--- src/rtl/cdb_arbiter.sv ---
// cdb_arbiter: round-robin arbiter that picks one completed functional-unit
// result per cycle and registers it onto the common data bus.
module cdb_arbiter #(
  parameter  int unsigned NUM_REQ   = 4,
  parameter  int unsigned ROB_IDX_W = 5,
  parameter  int unsigned DATA_W    = 32,
  localparam int unsigned RD_W      = 5,
  localparam int unsigned SRC_W     = $clog2(NUM_REQ)
) (
  input  logic                         clk,
  input  logic                         rst,
  input  logic                         flush,
  input  logic [NUM_REQ-1:0]           req_valid,
  output logic [NUM_REQ-1:0]           req_ready,
  input  logic [NUM_REQ*ROB_IDX_W-1:0] req_rob_idx,
  input  logic [NUM_REQ*RD_W-1:0]      req_rd_addr,
  input  logic [NUM_REQ-1:0]           req_regf_we,
  input  logic [NUM_REQ*DATA_W-1:0]    req_data,
  output logic                         cdb_valid,
  output logic [ROB_IDX_W-1:0]         cdb_rob_idx,
  output logic [RD_W-1:0]              cdb_rd_addr,
  output logic                         cdb_regf_we,
  output logic [DATA_W-1:0]            cdb_data,
  output logic [SRC_W-1:0]             cdb_src
);

  logic [SRC_W-1:0]     rr_ptr;
  logic [SRC_W-1:0]     gnt_idx;
  logic [SRC_W-1:0]     ptr_next;
  logic                 gnt;
  int unsigned          scan;

  logic [ROB_IDX_W-1:0] rob_arr  [NUM_REQ];
  logic [RD_W-1:0]      rd_arr   [NUM_REQ];
  logic [DATA_W-1:0]    data_arr [NUM_REQ];

  // Split the flat per-FU payload buses into indexable arrays.
  always_comb begin
    for (int unsigned i = 0; i < NUM_REQ; i++) begin
      rob_arr[i]  = req_rob_idx[i*ROB_IDX_W +: ROB_IDX_W];
      rd_arr[i]   = req_rd_addr[i*RD_W +: RD_W];
      data_arr[i] = req_data[i*DATA_W +: DATA_W];
    end
  end

  // Round-robin scan from rr_ptr; first valid requester wins. Reset and
  // flush suppress the grant so nothing is consumed in those cycles.
  always_comb begin
    gnt       = 1'b0;
    gnt_idx   = '0;
    scan      = 0;
    req_ready = '0;
    for (int unsigned k = 0; k < NUM_REQ; k++) begin
      scan = (32'(rr_ptr) + k) % NUM_REQ;
      if (!gnt && req_valid[SRC_W'(scan)]) begin
        gnt     = 1'b1;
        gnt_idx = SRC_W'(scan);
      end
    end
    if (rst || flush) begin
      gnt = 1'b0;
    end
    if (gnt) begin
      req_ready[gnt_idx] = 1'b1;
    end
  end

  // Pointer moves one past the winner, wrapping at the last requester.
  always_comb begin
    ptr_next = rr_ptr;
    if (gnt) begin
      ptr_next = (gnt_idx == SRC_W'(NUM_REQ - 1)) ? '0 : gnt_idx + SRC_W'(1);
    end
  end

  // Broadcast register: valid follows the grant; payload holds when idle.
  always_ff @(posedge clk) begin
    if (rst) begin
      rr_ptr      <= '0;
      cdb_valid   <= 1'b0;
      cdb_rob_idx <= '0;
      cdb_rd_addr <= '0;
      cdb_regf_we <= 1'b0;
      cdb_data    <= '0;
      cdb_src     <= '0;
    end else begin
      cdb_valid <= gnt;
      rr_ptr    <= ptr_next;
      if (gnt) begin
        cdb_rob_idx <= rob_arr[gnt_idx];
        cdb_rd_addr <= rd_arr[gnt_idx];
        cdb_regf_we <= req_regf_we[gnt_idx];
        cdb_data    <= data_arr[gnt_idx];
        cdb_src     <= gnt_idx;
      end
    end
  end

endmodule

--- config.mk ---
export PLATFORM = sky130hd
export DESIGN_NAME = cdb_arbiter
export DESIGN_NICKNAME = d
export VERILOG_FILES = /design/src/rtl/cdb_arbiter.sv
export SDC_FILE = /design/constraint.sdc
export NUM_CORES = 1
export LEC_CHECK = 0
export BUFFER_PORTS_ARGS = -buffer_cell sky130_fd_sc_hd__buf_2
export CORE_MARGIN = 2
export CORE_UTILIZATION = 38
export DETAILED_ROUTE_END_ITERATION = 10
export HOLD_SLACK_MARGIN = 0.1
export PLACE_DENSITY = 0.86
export SYNTH_ARGS = -nofsm -noshare
export SYNTH_HDL_FRONTEND = slang
export SYNTH_SLANG_ARGS = --single-unit
--- constraint.sdc ---
create_clock -name clk -period 2 [get_ports clk]
set_clock_uncertainty 0.1 [all_clocks]
set_input_delay 0.4 -clock clk [delete_from_list [all_inputs] [get_ports clk]]
set_output_delay 0.4 -clock clk [all_outputs]
set_load 0.01 [all_outputs]
==> flow_summary.toml, run 1 <==
[placement]
hpwl_mm = 8.64
gp_congestion = 0.862
place_area_sq_mm = 0.00470
io_buffers = 228

[route]
final_antenna_net_count = 0
post_drt_wl_per_cell_microns = 16.0
vias = 3664
viasPerCell = 5.36
drtPass1Iterations = 5
drt_iter0_drc = 72
routed_wl_mm = 10.9
drc = 0

[setup_path]
path_cells = "or2b_4 -> nand2_4 -> a221oi_4 -> buf_4 -> nor3_2 -> buf_2"
cp-end-kind = "output pin"
cp_slowest_cell = "dfxtp_2"
path_delay_family = "flip-flops"
crit_path_max_incr_delay_ns = 0.37
start_kind = "register"
arrival_ns = 1.55
critPathKind = "register to output pin"
required_ns = 1.50
critPathMaxFanout = 4
path_buf_inv = 2

[clock_tree]
cts_buffers = 5
path_clk_slew_ns = 0.09
cts_hold_buf = 0
clockBufferDepth = 2
root_buffer = "clkbuf_8"
h-tree-depth = 2
cts.sinks = 48
cts_tree = "yes"
clock_latency_ns = 0.29

[pwr]
leakagePower_nw = 2.38
power.density_mw_per_mm2 = 646
vdd_drop_max_mv = 0.369

[logic_synthesis]
synth_area_leaders = "dfxtp_1 28%, a211oi_2 13%, mux2i_1 12%, and3_1 7.4%, buf_6 7.3%"
postSynthAreaPerCell_sq_um = 10.0
netlist_instances = 339
yosys_warnings = 0
synth_seq_cells = 48
yosysSeqAreaShare = 0.282
syn-num-nets = 518
synth.top_cell.area_share = 0.282
yosysUniqueCellTypes = 36
synth_area_leader_cell = "dfxtp_1"
syn-cell-area_sq_mm = 0.00340

[finish]
fin_nets = 753
stdcell_area_sq_mm = 0.00489
fin_util = 0.561
drive_gt1_frac = 0.609
nFillCells = 779
area_growth_pct = 43.9

[floorplanning]
core_sq_mm = 0.00872
die_x_microns = 98.6
die_area_sq_mm = 0.00973
num_rows = 34
start_util = 0.390
die-height_microns = 98.6
io_pins = 229

[sta]
hold_viol_final = 0
setup_violations = 4
tightest_slew_ns = 0.410
whs_ns = 0.295
relSlewSlack = 0.726
worst_slack_ns = -0.0489
fin_crit_sh = 1.02
fin_crit_ns = 2.05
drv_slew = 0
rsz0062_at_grt = "true"
fmax_ghz = 0.488

[grt]
grt_pass1_wl_mm = 17.2
grt_max_degree = 47
gr-total-overflow = 0
grt_pass1_vias = 3723
antenna_found_initial = 1
track_usage = 0.214

[run_status]
violations = "negative setup slack"
status = "complete, but fails checks"

[flow_run]
cap_viol_max_count = 0

[hold_path]
hold_class = "primary input to register"
[worst register-to-register path: stages, from the launching register on]
cell      delay [ns]
dfxtp_2         0.35
or2b_4          0.27
buf_4           0.14
buf_4           0.13
nand4_4         0.10
nand2_4         0.09
buf_12          0.17
buf_4           0.18
mux2i_1         0.17
o221ai_1        0.14
[registers in the layout, summed over array words and instances (netlist names)]
signal,count
cdb_regf_we,1
cdb_valid,1
cdb_src,2
rr_ptr,2
cdb_rob_idx,5
cdb_rd_addr,5
cdb_data,32
[worst paths after layout]
check	startpoint	end	slack, ns	depth (start not counted)
worst max-delay path	rr_ptr[0]	req_ready[2]	-0.05	6
worst min-delay path	rst	rr_ptr[1]	0.30	3
worst max register to register	rr_ptr[0]	cdb_data[17]	0.03	9
worst min register to register	cdb_data[12]	cdb_data[12]	0.36	2
[layout make-up]
cell class | instances | area (sq um) | area share
diodes | 1 | 2.50 | 0.000511
clock buffers | 6 | 72.6 | 0.0148
clock inverters | 2 | 35.0 | 0.00716
inverters | 1 | 5.00 | 0.00102
multi-input cells | 254 | 2170 | 0.442
flip-flops and latches | 48 | 963 | 0.197
well taps | 108 | 135 | 0.0276
repair buffers | 264 | 1520 | 0.310
[logic make-up (layout without fill, tap and decap cells)]
logic type,Yosys count,count (layout),share of synthesized area
simple gates,115,115,0.198
compound gates,96,96,0.299
flops,48,48,0.282
mux,42,42,0.124
buf+inv,37,273,0.0945
xor+xnor,1,1,0.00257
other cells,0,1,0
[report_power, final]
part / internal, mW / leakage [nW] / switching [mW]
registers: 1.07 / 0.397 / 0.0576
clock network: 0.372 / 0.0552 / 0.322
logic: 0.664 / 1.93 / 0.680
[repair_timing]
action                                  in CTS  in global routing
endpoints found under the setup margin       4                  4
buffers inserted                             2                  2
pin swaps                                    6                  7
gates resized for setup                      9                  3
[cells in the mapped netlist (all sizes together)]
cell type / n
a21oi: 2
o32ai: 1
a211oi: 48
clkbuf: 7
or3: 1
mux2i: 42
buf: 29
nand4b: 1
or2b: 2
dfxtp: 48
clkinv: 1
o31ai: 23
nor3: 2
o221ai: 20
a221oi: 1
nor4: 1
and2b: 1
o32a: 1
or2: 1
nand2b: 2
nand2: 47
xnor2: 1
and3: 48
nor2b: 1
nand4: 1
nor2: 7
[layout by cell type, fill, tap and decap left out, types with 2 or more instances in the layout]
cell / n
or2b_4: 2
nor3_2: 2
o221ai_1: 20
buf_12: 7
nand2_1: 44
clkinv_2: 2
mux2i_1: 41
a211oi_2: 34
and3_1: 40
buf_4: 28
dfxtp_2: 2
o31ai_2: 12
a21oi_2: 2
a211oi_1: 14
buf_2: 226
nor2_1: 5
dfxtp_1: 46
clkbuf_8: 5
nand2_4: 2
buf_6: 3
and3_4: 2
o31ai_1: 11
and3_2: 6
[routing by layer]
layer,part of all wire,vias up,track usage
met3,0.066,20,0.0525
met4,0.018,2,0.0569
met2,0.54,149,0.420
met1,0.38,1728,0.226
li1,-,1765,-
met5,0.0012,-,0
[through the flow]
step                setup TNS [ns]  instances  setup slack, ns  power [mW]
global route                -0.582        683           -0.125        3.35
global placement                 0        671          0.00158        2.41
CTS                         -0.185        681          -0.0655        3.20
finish                      -0.139        684          -0.0489        3.16
floorplan                        0        339          0.00808        2.00
detailed placement          -0.179        671          -0.0538        2.47
(Power assumes the default switching activity.)
==> run 2, diff against run 1 <==
- TNS_END_PERCENT: unset -> 1
==> run 2 against run 1 <==
Sequential power hardly changed. Critical path depth decreased by 1. Register-to-register slack better by 0.08 ns. First-iteration DRC count is 15% lower. Via count down 0.44%. Largest cell class unchanged. Worst setup slack got worse by 0.0051 ns. Combinational power hardly changed. Non-clock buffer count shrank 2. Final area shrank 0.56%. Flip-flop and latch count is the same. Final cell count is 0.29% lower. The run still ends with negative setup slack left.
==> flow_summary.toml, run 2 (synthesis gave the netlist of run 1 again) <==
[run_status]
status = "complete, but fails checks"
violations = "negative setup slack"

[clock_tree]
cts_buffers = 5
h-tree-depth = 2
clockBufferDepth = 2
root_buffer = "clkbuf_8"
cts_tree = "yes"
cts.sinks = 48
clock_latency_ns = 0.29
cts_hold_buf = 0
path_clk_slew_ns = 0.09

[flow_run]
cap_viol_max_count = 0

[sta]
fin_crit_sh = 1.03
setup_violations = 4
relSlewSlack = 0.728
whs_ns = 0.296
fin_crit_ns = 2.05
final.setup.tns_ns = -0.130
drv_slew = 0
hold_viol_final = 0
tightest_slew_ns = 0.408
fmax_ghz = 0.487
rsz0062_at_grt = "true"
worst_slack_ns = -0.0541

[grt]
gr-total-overflow = 0
track_usage = 0.214
grt_pass1_wl_mm = 17.2
grt_pass1_vias = 3725
grt_max_degree = 47
antenna_found_initial = 1

[floorplanning]
die_area_sq_mm = 0.00973
io_pins = 229
die_x_microns = 98.6
num_rows = 34
die-height_microns = 98.6
core_sq_mm = 0.00872
start_util = 0.390

[route]
final_antenna_net_count = 0
drtPass1Iterations = 4
post_drt_wl_per_cell_microns = 16.0
drc = 0
routed_wl_mm = 10.9
vias = 3648
drt_iter0_drc = 61
viasPerCell = 5.35

[pwr]
power.density_mw_per_mm2 = 647
vdd_drop_max_mv = 0.366
leakagePower_nw = 2.37

[finish]
area_growth_pct = 43.1
final_common_cell = "buf_2"
fin_util = 0.558
nFillCells = 782
final_cell_mix = "226 x buf_2, 46 x dfxtp_1, 44 x nand2_1"
fin_nets = 751
reg_top3 = "cdb_data x32, cdb_rd_addr x5, cdb_rob_idx x5"
multiInputGateArea_sq_mm = 0.00216
seq_area_sq_um = 963
largest_reg_flops = 32
drive_gt1_frac = 0.604
top_register = "cdb_data"

[hold_path]
hold_start = "rst"
hold_class = "primary input to register"

[setup_path]
start_kind = "register"
arrival_ns = 1.55
required_ns = 1.50
critPathKind = "register to output pin"
rr_startpoint = "rr_ptr[0]"
critPathMaxFanout = 4
cp-startpoint = "rr_ptr[0]"
cp-end-kind = "output pin"

[placement]
hpwl_mm = 8.64
gp_congestion = 0.862
io_buffers = 228
==> run 2: cell count changes in the layout (fill, tap and decap cells not counted) <==
cell | before | now
buf_6 | 3 | 2
nor3_2 | 2 | 1
mux2i_2 | 1 | 0
mux2i_1 | 41 | 42
buf_4 | 28 | 27
nor3_1 | 0 | 1
==> run 2: per-layer routing <==
metal	part of all wire	global-route usage
met2	0.54	0.420
met1	0.37	0.226
met5	0.0012	0
met3	0.067	0.0525
met4	0.017	0.0569
==> run 2: report_power, final <==
part,total (mW),switching [mW],internal [mW]
sequential,1.13,0.0574,1.07
clock,0.692,0.320,0.372
combinational,1.33,0.676,0.656
==> run 2: path summary, 6_finish.rpt <==
path                   to  slack (ns)  cells past startpoint
max reg2reg  cdb_data[14]        0.11                      8
min             rr_ptr[1]        0.30                      3
max          req_ready[0]       -0.05                      5
min reg2reg  cdb_data[12]        0.36                      2
==> run 2: cell type report <==
type | count | area share
multi-input combinational | 254 | 0.443
timing repair buffer | 262 | 0.307
sequential | 48 | 0.198
tap | 108 | 0.0278
clock buffer | 6 | 0.0149
clock inverter | 2 | 0.00720
inverter | 1 | 0.00103
antenna | 1 | 0.000514
==> run 2: what timing repair did <==
action | 4_1_cts | 5_1_grt
gates cloned | 0 | 0
buffers inserted | 2 | 0
pin swaps | 6 | 0
gates resized for setup | 9 | 0
endpoints found under the setup margin | 4 | 4
==> run 2: metrics by stage <==
| stage | setup slack, ns | std cells | instance area [sq um] | power, mW |
|---|---|---|---|---|
| after floorplan | 0.00808 | 339 | 3410 | 2.00 |
| after global placement | 0.00158 | 671 | 4700 | 2.41 |
| after detailed placement | -0.0538 | 671 | 4700 | 2.47 |
| after CTS | -0.0655 | 681 | 4860 | 3.20 |
| after global routing | -0.128 | 681 | 4860 | 3.34 |
| final | -0.0541 | 682 | 4870 | 3.15 |
==> run 2: critical path, cell delays in order (launching register included) <==
cell      delay (ns)
dfxtp_2         0.35
nand2b_4        0.16
and2b_2         0.23
o32a_4          0.22
nor3_2          0.15
buf_2           0.15
==> run 3, diff against run 2 <==
- CORE_UTILIZATION: 38 -> 43
- PLACE_DENSITY: 0.86 -> 0.91
- SKIP_CTS_REPAIR_TIMING: unset -> 1
- clock period: 2 -> 2.3 ns (I/O delays scaled with it)
==> run 3 against run 2 <==
Non-clock buffer count shrank 15. Critical path type unchanged. The flow now finishes without violations. Worst hold slack gained 0.024 ns. Utilization grew 5.3 points. Clock-buffer cell count shrank 1. Sequential share of layout area grew 0.67 points. First-iteration DRC count grew to 2.7 times the previous value. Sequential power shrank 13%. Register-to-register slack gained 0.23 ns. Total power shrank 12%.
==> flow_summary.toml, run 3 (synthesis gave the netlist of run 1 again) <==
[run_status]
status = "complete, no violations"

[finish]
final_common_cell = "buf_2"
top_register = "cdb_data"
reg_top3 = "cdb_data x32, cdb_rd_addr x5, cdb_rob_idx x5"
nFillCells = 685
drive_gt1_frac = 0.591
stdcell_area_sq_mm = 0.00470
fin_nets = 736
largest_reg_flops = 32
final_cell_mix = "228 x buf_2, 47 x dfxtp_1, 44 x nand2_1"
area_growth_pct = 38.2

[pwr]
leakagePower_nw = 2.29
fin_total_pwr_mw = 2.78
power.density_mw_per_mm2 = 592
vdd_drop_max_mv = 0.261

[setup_path]
critPathMaxFanout = 5
cp-end-kind = "output pin"
critPathKind = "register to output pin"
start_kind = "register"
arrival_ns = 1.72
required_ns = 1.74

[placement]
hpwl_mm = 8.74
place_area_sq_mm = 0.00455
io_buffers = 228
gp_congestion = 0.881

[clock_tree]
cts_buffers = 5
cts_tree = "yes"
h-tree-depth = 2
clock_latency_ns = 0.29
clockBufferDepth = 2
path_clk_slew_ns = 0.09
root_buffer = "clkbuf_8"
cts.sinks = 48

[route]
final_antenna_net_count = 0
drc = 0
routed_wl_mm = 11.0
post_drt_wl_per_cell_microns = 16.7
drtPass1Iterations = 4
vias = 3651
drt_iter0_drc = 162
viasPerCell = 5.53

[floorplanning]
die_x_microns = 92.9
io_pins = 229
start_util = 0.443
die-height_microns = 92.9
die_area_sq_mm = 0.00864
num_rows = 32
core_sq_mm = 0.00769

[grt]
grt_max_degree = 47
antenna_found_initial = 1
gr-total-overflow = 0
track_usage = 0.241
grt_pass1_wl_mm = 16.7
grt_pass1_vias = 3585

[sta]
final.setup.tns_ns = 0
fin_crit_sh = 0.993
fmax_ghz = 0.438
hold_viol_final = 0
setup_violations = 0
relSlewSlack = 0.724
tightest_slew_ns = 0.413
drv_slew = 0
fin_crit_ns = 2.28

[flow_run]
cap_viol_max_count = 0

[hold_path]
hold_class = "primary input to register"
## run 3: worst paths after layout
path,cells after the start,from,to,slack (ns)
worst max-delay path,5,rr_ptr[0],req_ready[0],0.02
worst min-delay path,2,rst,rr_ptr[1],0.32
worst max register to register,6,rr_ptr[0],cdb_data[10],0.34
worst min register to register,2,cdb_data[15],cdb_data[15],0.36
## run 3: cell type report
cell class | instances | area [sq um] | share of cell area
antenna | 1 | 2.50 | 0.000532
inverter | 1 | 5.00 | 0.00106
clock inverter | 2 | 60.1 | 0.0128
clock buffer | 5 | 68.8 | 0.0146
sequential | 48 | 962 | 0.205
tap | 102 | 128 | 0.0271
multi-input combinational | 254 | 2140 | 0.455
timing repair buffer | 247 | 1330 | 0.284
## run 3: report_power, final
part | leakage, nW | total [mW] | internal, mW | switching (mW)
sequential | 0.396 | 0.983 | 0.929 | 0.0540
combinational | 1.83 | 1.09 | 0.521 | 0.570
clock | 0.0642 | 0.710 | 0.428 | 0.281
total | 2.29 | 2.78 | 1.88 | 0.905
## run 3: critical path: stages, from the launching register on
cell	delay, ns
dfxtp_2	0.36
nand2b_2	0.22
and2b_2	0.24
o32a_4	0.25
nor3_2	0.20
buf_2	0.16
## run 3: metal layers
metal | wire, microns | global-route usage | up-vias
met4 | 203 | 0.0846 | 0
met2 | 5850 | 0.452 | 163
li1 | - | - | 1741
met5 | 0 | 0 | -
met3 | 920 | 0.0586 | 18
met1 | 4060 | 0.261 | 1729
## run 3: stage by stage
| step | setup slack (ns) | hold slack (ns) | cells | utilization |
|---|---|---|---|---|
| 6_report | 0.0167 | 0.319 | 660 | 0.611 |
| 5_1_grt | -0.0409 | 0.319 | 660 | 0.611 |
| 4_1_cts | -0.00769 | 0.312 | 659 | 0.609 |
| 3_5_place_dp | 0.0821 | 0.341 | 652 | 0.592 |
| 3_3_place_gp | 0.152 | 0.336 | 652 | 0.592 |
| 2_1_floorplan | 0.114 | 0.380 | 339 | - |
